$ cat src/rtl/redmule_pkg.sv
// Shared RedMulE types, array geometry and the job-configuration record.
// Latency: n/a (types and constants only).
// Backpressure: n/a.
package redmule_pkg;

    localparam int unsigned ARRAY_WIDTH  = 16;
    localparam int unsigned ARRAY_HEIGHT = 16;
    localparam int unsigned PIPE_REGS    = 1;
    localparam int unsigned TOT_DEPTH    = 32;
    localparam int unsigned TILE         = (PIPE_REGS + 1) * ARRAY_HEIGHT;

    // Cycles from an accepted start to the done pulse of a full job
    localparam int unsigned CFG_LATENCY  = 5;

    // Field positions inside the MACFG job register
    localparam int unsigned MACFG_OP_LSB  = 10;
    localparam int unsigned MACFG_OP_MSB  = 12;
    localparam int unsigned MACFG_FMT_LSB = 7;
    localparam int unsigned MACFG_FMT_MSB = 8;

    typedef enum logic [2:0] {
        MATMUL = 3'd0, GEMM = 3'd1, ADDMAX = 3'd2, ADDMIN = 3'd3,
        MULMAX = 3'd4, MULMIN = 3'd5, MAXMIN = 3'd6, MINMAX = 3'd7
    } gemm_op_e;

    typedef enum logic [1:0] {
        Float8 = 2'd0, Float16 = 2'd1, Float8Alt = 2'd2, Float16Alt = 2'd3
    } gemm_fmt_e;

    typedef enum logic [2:0] {
        FPU_FP32 = 3'd0, FPU_FP64 = 3'd1, FPU_FP16 = 3'd2,
        FPU_FP8 = 3'd3, FPU_FP16ALT = 3'd4, FPU_FP8ALT = 3'd5
    } fpu_fmt_e;

    typedef enum logic [3:0] {
        FPU_FMADD = 4'd0, FPU_ADD = 4'd2, FPU_MUL = 4'd3, FPU_MINMAX = 4'd7
    } fpu_op_e;

    typedef enum logic [2:0] {
        RNE = 3'd0, RTZ = 3'd1
    } roundmode_e;

    typedef enum logic [2:0] {
        CFG_IDLE, CFG_LATCH, CFG_MUL0, CFG_MUL1, CFG_MUL2, CFG_DONE
    } cfg_state_e;

    typedef struct packed {
        logic [31:0] x_addr;
        logic [31:0] w_addr;
        logic [31:0] z_addr;
        logic [15:0] m_size;
        logic [15:0] n_size;
        logic [15:0] k_size;
        logic [31:0] x_d1_stride;
        logic [31:0] w_d0_stride;
        logic [31:0] yz_d0_stride;
        logic [31:0] yz_d2_stride;
        logic [31:0] x_rows_offs;
        logic [15:0] x_rows_iter;
        logic [15:0] x_cols_iter;
        logic [15:0] w_rows_iter;
        logic [15:0] w_cols_iter;
        logic [7:0]  x_rows_lftovr;
        logic [7:0]  x_cols_lftovr;
        logic [7:0]  w_rows_lftovr;
        logic [7:0]  w_cols_lftovr;
        logic [7:0]  x_buffer_slots;
        logic [15:0] tot_stores;
        logic [31:0] yz_tot_len;
        logic [31:0] x_tot_len;
        logic [31:0] tot_x_read;
        logic [31:0] w_tot_len;
        fpu_op_e     stage_1_op;
        roundmode_e  stage_1_rnd;
        fpu_op_e     stage_2_op;
        roundmode_e  stage_2_rnd;
        gemm_op_e    gemm_ops;
        gemm_fmt_e   gemm_input_fmt;
        gemm_fmt_e   gemm_output_fmt;
        logic        gemm_selection;
        fpu_fmt_e    input_format;
        fpu_fmt_e    computing_format;
    } redmule_config_t;

    // ceil(a / 2^lg) built from a shift and an OR-reduced remainder
    function automatic logic [15:0] ceil_div_pow2(input logic [15:0] a, input int unsigned lg);
        logic [15:0] mask;
        mask = (16'd1 << lg) - 16'd1;
        return (a >> lg) + {15'd0, |(a & mask)};
    endfunction

    // a mod 2^lg; divisors here are small so 8 bits hold the remainder
    function automatic logic [7:0] mod_pow2(input logic [15:0] a, input int unsigned lg);
        logic [15:0] mask;
        mask = (16'd1 << lg) - 16'd1;
        return 8'(a & mask);
    endfunction

endpackage

$ cat src/rtl/redmule_cfg_op_decode.sv
// Maps the GEMM operation and element format onto FPU stage ops/rounding/formats.
// Latency: purely combinational.
// Backpressure: none.
module redmule_cfg_op_decode
    import redmule_pkg::*;
(
    input  gemm_op_e   op,
    input  gemm_fmt_e  fmt,
    output fpu_op_e    stage_1_op,
    output roundmode_e stage_1_rnd,
    output fpu_op_e    stage_2_op,
    output roundmode_e stage_2_rnd,
    output logic       gemm_selection,
    output fpu_fmt_e   input_format,
    output fpu_fmt_e   computing_format
);

    // Operation decode: stage 1 is the element-wise op, stage 2 the reduction
    always_comb begin
        stage_1_op     = FPU_FMADD;
        stage_1_rnd    = RNE;
        stage_2_op     = FPU_FMADD;
        stage_2_rnd    = RNE;
        gemm_selection = 1'b0;
        unique case (op)
            MATMUL: ;
            GEMM:   gemm_selection = 1'b1;
            ADDMAX: begin stage_1_op = FPU_ADD;    stage_2_op = FPU_MINMAX; stage_2_rnd = RTZ; end
            ADDMIN: begin stage_1_op = FPU_ADD;    stage_2_op = FPU_MINMAX; end
            MULMAX: begin stage_1_op = FPU_MUL;    stage_2_op = FPU_MINMAX; stage_2_rnd = RTZ; end
            MULMIN: begin stage_1_op = FPU_MUL;    stage_2_op = FPU_MINMAX; end
            MAXMIN: begin stage_1_op = FPU_MINMAX; stage_1_rnd = RTZ; stage_2_op = FPU_MINMAX; end
            MINMAX: begin stage_1_op = FPU_MINMAX; stage_2_op = FPU_MINMAX; stage_2_rnd = RTZ; end
            default: ;
        endcase
    end

    // Format decode: Alt formats compute in FP16ALT, the others in FP16
    always_comb begin
        input_format     = FPU_FP16;
        computing_format = FPU_FP16;
        unique case (fmt)
            Float8:     input_format = FPU_FP8;
            Float16:    input_format = FPU_FP16;
            Float8Alt:  begin input_format = FPU_FP8ALT;  computing_format = FPU_FP16ALT; end
            Float16Alt: begin input_format = FPU_FP16ALT; computing_format = FPU_FP16ALT; end
            default: ;
        endcase
    end

endmodule

$ cat src/rtl/redmule_cfg_compute.sv
// Latches RedMulE job registers and derives the full redmule_config_t over a fixed sequence (optional zero-size check: REDMULE_CFG_ZERO_CHECK_EN).
// Latency: done_o/cfg_valid_o five cycles after an accepted start (two on a zero-size error).
// Backpressure: none; start_i is ignored while busy, clear_i aborts at any time.
module redmule_cfg_compute
    import redmule_pkg::*;
#(
    parameter int unsigned ARRAY_WIDTH  = redmule_pkg::ARRAY_WIDTH,
    parameter int unsigned ARRAY_HEIGHT = redmule_pkg::ARRAY_HEIGHT,
    parameter int unsigned PIPE_REGS    = redmule_pkg::PIPE_REGS,
    parameter int unsigned TOT_DEPTH    = redmule_pkg::TOT_DEPTH
) (
    input  logic            clk_i,
    input  logic            rst_ni,
    input  logic            clear_i,
    input  logic            start_i,
    input  logic [31:0]     x_addr_i,
    input  logic [31:0]     w_addr_i,
    input  logic [31:0]     z_addr_i,
    input  logic [31:0]     mcfig0_i,
    input  logic [31:0]     mcfig1_i,
    input  logic [31:0]     macfg_i,
    output logic            busy_o,
    output logic            done_o,
    output logic            cfg_valid_o,
    output redmule_config_t cfg_o,
    output logic            err_o
);

    localparam int unsigned TILE_SZ = (PIPE_REGS + 1) * ARRAY_HEIGHT;
    localparam int unsigned LOG_AW  = $clog2(ARRAY_WIDTH);
    localparam int unsigned LOG_AH  = $clog2(ARRAY_HEIGHT);
    localparam int unsigned LOG_TD  = $clog2(TOT_DEPTH);
    localparam int unsigned LOG_TL  = $clog2(TILE_SZ);

    cfg_state_e      state_q, state_d;
    redmule_config_t latch_cfg, work_q, final_cfg, cfg_q;
    logic [31:0]     p0_q, mul_a, mul_p;
    logic [15:0]     mul_b;
    logic            cfg_valid_q, accept, zero_size;

    logic [15:0] m_sz, n_sz, k_sz;
    logic [31:0] n_bytes, k_bytes;
    gemm_op_e    op;
    gemm_fmt_e   fmt;
    logic        wide_elem;

    fpu_op_e    dec_s1_op, dec_s2_op;
    roundmode_e dec_s1_rnd, dec_s2_rnd;
    logic       dec_gsel;
    fpu_fmt_e   dec_in_fmt, dec_cmp_fmt;

    assign m_sz      = mcfig0_i[15:0];
    assign k_sz      = mcfig0_i[31:16];
    assign n_sz      = mcfig1_i[15:0];
    assign op        = gemm_op_e'(macfg_i[MACFG_OP_MSB:MACFG_OP_LSB]);
    assign fmt       = gemm_fmt_e'(macfg_i[MACFG_FMT_MSB:MACFG_FMT_LSB]);
    assign wide_elem = (fmt == Float16) || (fmt == Float16Alt);
    assign n_bytes   = wide_elem ? {15'd0, n_sz, 1'b0} : {16'd0, n_sz};
    assign k_bytes   = wide_elem ? {15'd0, k_sz, 1'b0} : {16'd0, k_sz};
    assign accept    = (state_q == CFG_IDLE) && start_i && !clear_i;

`ifdef REDMULE_CFG_ZERO_CHECK_EN
    assign zero_size = (m_sz == 16'd0) || (n_sz == 16'd0) || (k_sz == 16'd0);
`else
    assign zero_size = 1'b0;
`endif

    redmule_cfg_op_decode u_op_decode (
        .op               (op),
        .fmt              (fmt),
        .stage_1_op       (dec_s1_op),
        .stage_1_rnd      (dec_s1_rnd),
        .stage_2_op       (dec_s2_op),
        .stage_2_rnd      (dec_s2_rnd),
        .gemm_selection   (dec_gsel),
        .input_format     (dec_in_fmt),
        .computing_format (dec_cmp_fmt)
    );

    // Shift/mask-only derivation of everything that needs no multiplier
    always_comb begin
        latch_cfg                  = '0;
        latch_cfg.x_addr           = x_addr_i;
        latch_cfg.w_addr           = w_addr_i;
        latch_cfg.z_addr           = z_addr_i;
        latch_cfg.m_size           = m_sz;
        latch_cfg.n_size           = n_sz;
        latch_cfg.k_size           = k_sz;
        latch_cfg.x_rows_iter      = ceil_div_pow2(m_sz, LOG_AW);
        latch_cfg.x_rows_lftovr    = mod_pow2(m_sz, LOG_AW);
        latch_cfg.x_cols_iter      = ceil_div_pow2(n_sz, LOG_TD);
        latch_cfg.x_cols_lftovr    = mod_pow2(n_sz, LOG_TD);
        latch_cfg.w_rows_iter      = ceil_div_pow2(n_sz, LOG_AH);
        latch_cfg.w_rows_lftovr    = mod_pow2(n_sz, LOG_AH);
        latch_cfg.w_cols_iter      = ceil_div_pow2(k_sz, LOG_TL);
        latch_cfg.w_cols_lftovr    = mod_pow2(k_sz, LOG_TL);
        latch_cfg.x_d1_stride      = n_bytes;
        latch_cfg.w_d0_stride      = k_bytes;
        latch_cfg.yz_d0_stride     = k_bytes;
        latch_cfg.yz_d2_stride     = k_bytes << LOG_AW;
        latch_cfg.x_rows_offs      = n_bytes << LOG_AW;
        latch_cfg.x_buffer_slots   = (latch_cfg.x_cols_lftovr == 8'd0) ? 8'(TOT_DEPTH)
                                                                        : latch_cfg.x_cols_lftovr;
        latch_cfg.stage_1_op       = dec_s1_op;
        latch_cfg.stage_1_rnd      = dec_s1_rnd;
        latch_cfg.stage_2_op       = dec_s2_op;
        latch_cfg.stage_2_rnd      = dec_s2_rnd;
        latch_cfg.gemm_ops         = op;
        latch_cfg.gemm_input_fmt   = fmt;
        latch_cfg.gemm_output_fmt  = fmt;
        latch_cfg.gemm_selection   = dec_gsel;
        latch_cfg.input_format     = dec_in_fmt;
        latch_cfg.computing_format = dec_cmp_fmt;
    end

    // Operand steering for the single shared 32x16 multiplier
    always_comb begin
        mul_a = '0;
        mul_b = '0;
        case (state_q)
            CFG_MUL0: begin mul_a = {16'd0, work_q.x_rows_iter}; mul_b = work_q.w_cols_iter; end
            CFG_MUL1: begin mul_a = p0_q; mul_b = work_q.x_cols_iter; end
            CFG_MUL2: begin mul_a = p0_q; mul_b = work_q.w_rows_iter; end
            default: ;
        endcase
    end

    assign mul_p = mul_a * {16'd0, mul_b};

    // Last product is folded in on the way to the output register
    always_comb begin
        final_cfg           = work_q;
        final_cfg.w_tot_len = mul_p;
    end

    // Next-state logic; clear overrides everything including a start in IDLE
    always_comb begin
        state_d = state_q;
        case (state_q)
            CFG_IDLE:  if (start_i) state_d = CFG_LATCH;
            CFG_LATCH: state_d = zero_size ? CFG_DONE : CFG_MUL0;
            CFG_MUL0:  state_d = CFG_MUL1;
            CFG_MUL1:  state_d = CFG_MUL2;
            CFG_MUL2:  state_d = CFG_DONE;
            CFG_DONE:  state_d = CFG_IDLE;
            default:   state_d = CFG_IDLE;
        endcase
        if (clear_i) state_d = CFG_IDLE;
    end

    // State register
    always_ff @(posedge clk_i or negedge rst_ni) begin
        if (!rst_ni) state_q <= CFG_IDLE;
        else         state_q <= state_d;
    end

    // Working config: captured in LATCH, products accumulated in MUL0/MUL1
    always_ff @(posedge clk_i or negedge rst_ni) begin
        if (!rst_ni) begin
            work_q <= '0;
            p0_q   <= '0;
        end else if (!clear_i) begin
            case (state_q)
                CFG_LATCH: work_q <= latch_cfg;
                CFG_MUL0: begin
                    p0_q              <= mul_p;
                    work_q.tot_stores <= mul_p[15:0];
                    work_q.yz_tot_len <= mul_p << LOG_AW;
                end
                CFG_MUL1: begin
                    work_q.x_tot_len  <= mul_p;
                    work_q.tot_x_read <= mul_p;
                end
                default: ;
            endcase
        end
    end

    // Published config only changes when a full sequence completes
    always_ff @(posedge clk_i or negedge rst_ni) begin
        if (!rst_ni)                              cfg_q <= '0;
        else if (!clear_i && state_q == CFG_MUL2) cfg_q <= final_cfg;
    end

    // Valid drops on a new job or abort, rises as DONE is entered
    always_ff @(posedge clk_i or negedge rst_ni) begin
        if (!rst_ni)                  cfg_valid_q <= 1'b0;
        else if (clear_i || accept)   cfg_valid_q <= 1'b0;
        else if (state_q == CFG_MUL2) cfg_valid_q <= 1'b1;
    end

`ifdef REDMULE_CFG_ZERO_CHECK_EN
    logic err_q;

    // Sticky zero-size error until the next accepted job or abort
    always_ff @(posedge clk_i or negedge rst_ni) begin
        if (!rst_ni)                                err_q <= 1'b0;
        else if (clear_i || accept)                 err_q <= 1'b0;
        else if (state_q == CFG_LATCH && zero_size) err_q <= 1'b1;
    end

    assign err_o = err_q;
`else
    assign err_o = 1'b0;
`endif

    assign busy_o      = (state_q != CFG_IDLE);
    assign done_o      = (state_q == CFG_DONE);
    assign cfg_valid_o = cfg_valid_q;
    assign cfg_o       = cfg_q;

endmodule
$ cat config.mk
export PLATFORM = sky130hd
export DESIGN_NAME = redmule_cfg_compute
export DESIGN_NICKNAME = d
export VERILOG_FILES = /design/src/rtl/redmule_pkg.sv /design/src/rtl/redmule_cfg_op_decode.sv /design/src/rtl/redmule_cfg_compute.sv
export SDC_FILE = /design/constraint.sdc
export NUM_CORES = 2
export LEC_CHECK = 0
export ABC_AREA = 1
export BUFFER_PORTS_ARGS = -buffer_cell sky130_fd_sc_hd__buf_2
export CAP_MARGIN = 20
export CORE_MARGIN = 3
export CORE_UTILIZATION = 40
export CTS_CLUSTER_DIAMETER = 30
export DETAILED_ROUTE_END_ITERATION = 6
export PLACE_DENSITY = 0.67
export SYNTH_ARGS = -nofsm -noshare
export SYNTH_HDL_FRONTEND = slang
export SYNTH_SLANG_ARGS = --single-unit
$ cat constraint.sdc
create_clock -name clk_i -period 6.1 [get_ports clk_i]
set_input_delay 0 -clock clk_i [delete_from_list [all_inputs] [get_ports clk_i]]
set_output_delay 0 -clock clk_i [all_outputs]
set_load 0.01 [all_outputs]
==> flow_summary_export.csv <==
group,metric,value,unit
drt,wl_per_cell,20.1,um
drt,wl_met1,58.2,mm
sta,fin_crit,6.65,ns
global_routing,grt_first_pass_wirelength,219,mm
floorplanning,rows,114,
floorplanning,initial_core_util,40.4,%
cts,ctsHtreeMaxLevel,4,
pwr,clockPowerShare,39.7,%
synth,async_flop_share,100,%
pwr,seq_power_share,33.7,%
final_layout,nets,6335,
cts,clkSlewWorstSetupHoldPaths,0.05,ns
drt,num_vias,35094,
sta,clock_skew,0.0498,ns
synth,synthTopCellsByArea,"dfrtp_1 (44%), nand2_1 (17%), fa_1 (13%)",
synth,ys_types,47,
cts,cts_sinks,690,
cts,numCtsBuffers,153,
drt,dr.first_iter.drc_count,2594,
critical_path,cp-end-kind,"flip-flop",
floorplanning,core,0.0970,mm2
synth,synth_most_common_cell,"nand2_1",
synth,syn_inst,4652,
cts,clk_latency,0.76,ns
critical_path,reg2reg_slack,-0.55,ns
final_layout,seqCellArea,0.0173,mm2
synth,synth_top_cells_by_count,"nand2_1 (1791), dfrtp_1 (690), inv_1 (606)",
critical_path,cp-startpoint,"state_q[0]",
synth,seq_area_frac_synth,44.0,%
critical_path,critPathMaxStageDelay,0.57,ns
outcome,outcome,"finished, violations left",
synth,syn_avg_cell_area,8.43,um2
drt,dr.pass1.iters,5,
final_layout,drive_gt1_share,25.7,%
synth,synthFlopType,"dfrtp_1",
pwr,netSwitchingFraction,34.6,%
critical_path,endpoint,"p0_q[19]",
global_routing,grt_pass1_vias,36071,
sta,setup_ws,-0.546,ns
final_layout,area_growth,39.3,%
cts,cts-root-buf,"clkbuf_16",
critical_path,start_kind,"flip-flop",
placement,placed_cell_area,0.0453,mm2
sta,maxClockFrequency,0.150,GHz
floorplanning,die-area,0.102,mm2
critical_path,critPathMaxFanout,13,
final_layout,fillers,8261,
global_routing,grt_use_total,28.2,%
synth,ys_ff_latch,690,
critical_path,crit_family,"adder cells",
synth,synth_top_area_cell,"dfrtp_1",
critical_path,r2r_end,"p0_q[19]",
critical_path,cp.required,6.67,ns
flow_run,drv_cap,0,
drt,wl_met3,11.3,mm
outcome,violations,"setup timing",
drt,totalWireLength,145,mm
pwr,leakage,29.6,nW
synth,synth_area,0.0392,mm2
sta,tightest_slew,1.10,ns
critical_path,crit_slowest_cell,"fa_1",
synth,synth-edff-count,0,
final_layout,fin_area,0.0546,mm2
pwr,p_comb_share,26.6,%
worst_hold_path,hp-class,"input port to flip-flop",
global_routing,grt_max_degree,177,
critical_path,arrival,7.22,ns
drt,drt-vias-per-instance,4.87,
cts,tritoncts,"yes",
critical_path,crit_type,"flip-flop to flip-flop",
sta,post-route-period-util,109,%
pwr,p_int,14.2,mW
pwr,p_total,21.7,mW
pwr,peakVddDrop,0.409,mV
critical_path,rr_startpoint,"state_q[0]",
sta,finalHoldViolCount,0,
placement,io_buffer_count,619,
critical_path,crit_top_cell,"fa_1",
drt,met2_wirelength,69.0,mm
synth,synth_top_area_share,44.0,%
sta,slew_headroom,26.5,%
sta,rsz0062_at_grt,"yes",
final_layout,final_core_util,56.3,%
floorplanning,dieHeight,319,um
drt,drtAntennaViolNets,0,
pwr,power.density,398,mW/mm2
drt,drc_errors,0,
sta,drv_slew,0,
cts,cts.path.max_buffers,3,
critical_path,path_buf_inv,11,
placement,gp_congestion,0.928,
drt,topRoutingLayerUsed,"met5",
final_layout,multi_input_area,0.0185,mm2
placement,hpwl,102,mm
floorplanning,die_x,319,um
floorplanning,io_pins,780,
global_routing,grt_antenna_before_repair,9,
pwr,switchingPower,7.51,mW
sta,setup_viol,74,
global_routing,grt-ovfl-total,0,
synth,yosysWarnings,0,
critical_path,r2r_cells,30,
critical_path,path_depth,30,
sequential cells by signal, indices dropped and copies added (netlist names):
| name | count |
|---|---|
| state_q | 3 |
| cfg_o | 343 |
| p0_q | 32 |
| final_cfg | 311 |
| cfg_valid_o | 1 |
how the worst min path moves through the flow:
stage | start | to | slack, ns | depth (start not counted)
detailed placement | rst_ni | cfg_o[560] | 0.18 | 1
floorplan | rst_ni | cfg_o[100] | -0.30 | 0
global route | z_addr_i[11] | final_cfg[495] | 0.03 | 4
global placement | rst_ni | final_cfg[564] | 0.18 | 1
CTS | z_addr_i[11] | final_cfg[495] | 0.01 | 4
finish | z_addr_i[11] | final_cfg[495] | 0.02 | 4
layout by cell type, fill, tap and decap left out, types with 24 or more instances in the layout:
master         instances
buf_2                618
buf_4                372
buf_6                 29
clkbuf_16            154
clkbuf_8              24
clkinv_2              26
conb_1               117
dfrtp_1              687
dlygate4sd3_1        256
fa_1                 247
ha_1                  71
inv_1                588
nand2_1             1763
nand2_2               25
nand3_1               83
nand3_2               25
nor2_1               126
o21ai_0              267
o22ai_1               37
routing by layer:
| metal | vias up | track usage (%) |
|---|---|---|
| li1 | 16122 | - |
| met5 | - | 0 |
| met1 | 17270 | 35.6 |
| met2 | 1416 | 46.1 |
| met3 | 284 | 7.30 |
| met4 | 2 | 11.6 |
power by group through the flow:
stage	Combinational, mW	Clock [mW]	Sequential (mW)
2_1_floorplan	2.56	0	7.48
3_3_place_gp	5.29	0	7.25
6_report	5.77	8.63	7.32
4_1_cts	5.70	8.71	7.27
5_1_grt	6.29	8.98	7.48
3_5_place_dp	5.38	0	7.28
what timing repair did:
item	in CTS	in global routing
hold buffers	257	0
gates resized for setup	154	62
pin swaps	28	23
hold endpoints to repair	400	0
buffers inserted	26	16
gates cloned	2	0
setup endpoints to repair	83	88
tightest hold or removal path, cell delays in order:
cell and delay (ns):
dlygate4sd3_1 0.53, buf_2 0.10, nand2_1 0.05, nand2_1 0.06
logic make-up after synthesis:
kind of cell | count (synthesis) | share of synthesized area, %
fa+ha+maj | 343 | 15.8
flops | 690 | 44.0
buf+inv | 1047 | 12.4
compound gates | 407 | 5.69
simple gates | 2131 | 21.3
xor+xnor | 32 | 0.715
other cells | 1 | 0.00956
mux | 1 | 0.0287
per-stage QoR:
step	setup WS, ns	hold WS [ns]	cells	TNS [ns]
3_5_place_dp	-0.648	0.178	6615	-37.09
2_1_floorplan	-0.0443	-0.296	4768	-0.0694
3_3_place_gp	-0.598	0.177	6615	-31.04
6_report	-0.546	0.0184	7209	-20.95
4_1_cts	-0.403	0.0110	7183	-15.31
5_1_grt	-0.723	0.0251	7206	-37.91
final cells by class:
| type | count | share of cell area, % |
|---|---|---|
| diodes | 9 | 0.0412 |
| clock buffers | 197 | 7.79 |
| clock inverters | 86 | 2.27 |
| inverters | 616 | 4.28 |
| multi-input cells | 3031 | 33.9 |
| flip-flops and latches | 690 | 31.6 |
| well taps | 1276 | 2.92 |
| repair buffers | 1304 | 17.1 |
Note: power is estimated with default switching activity, not from simulation.
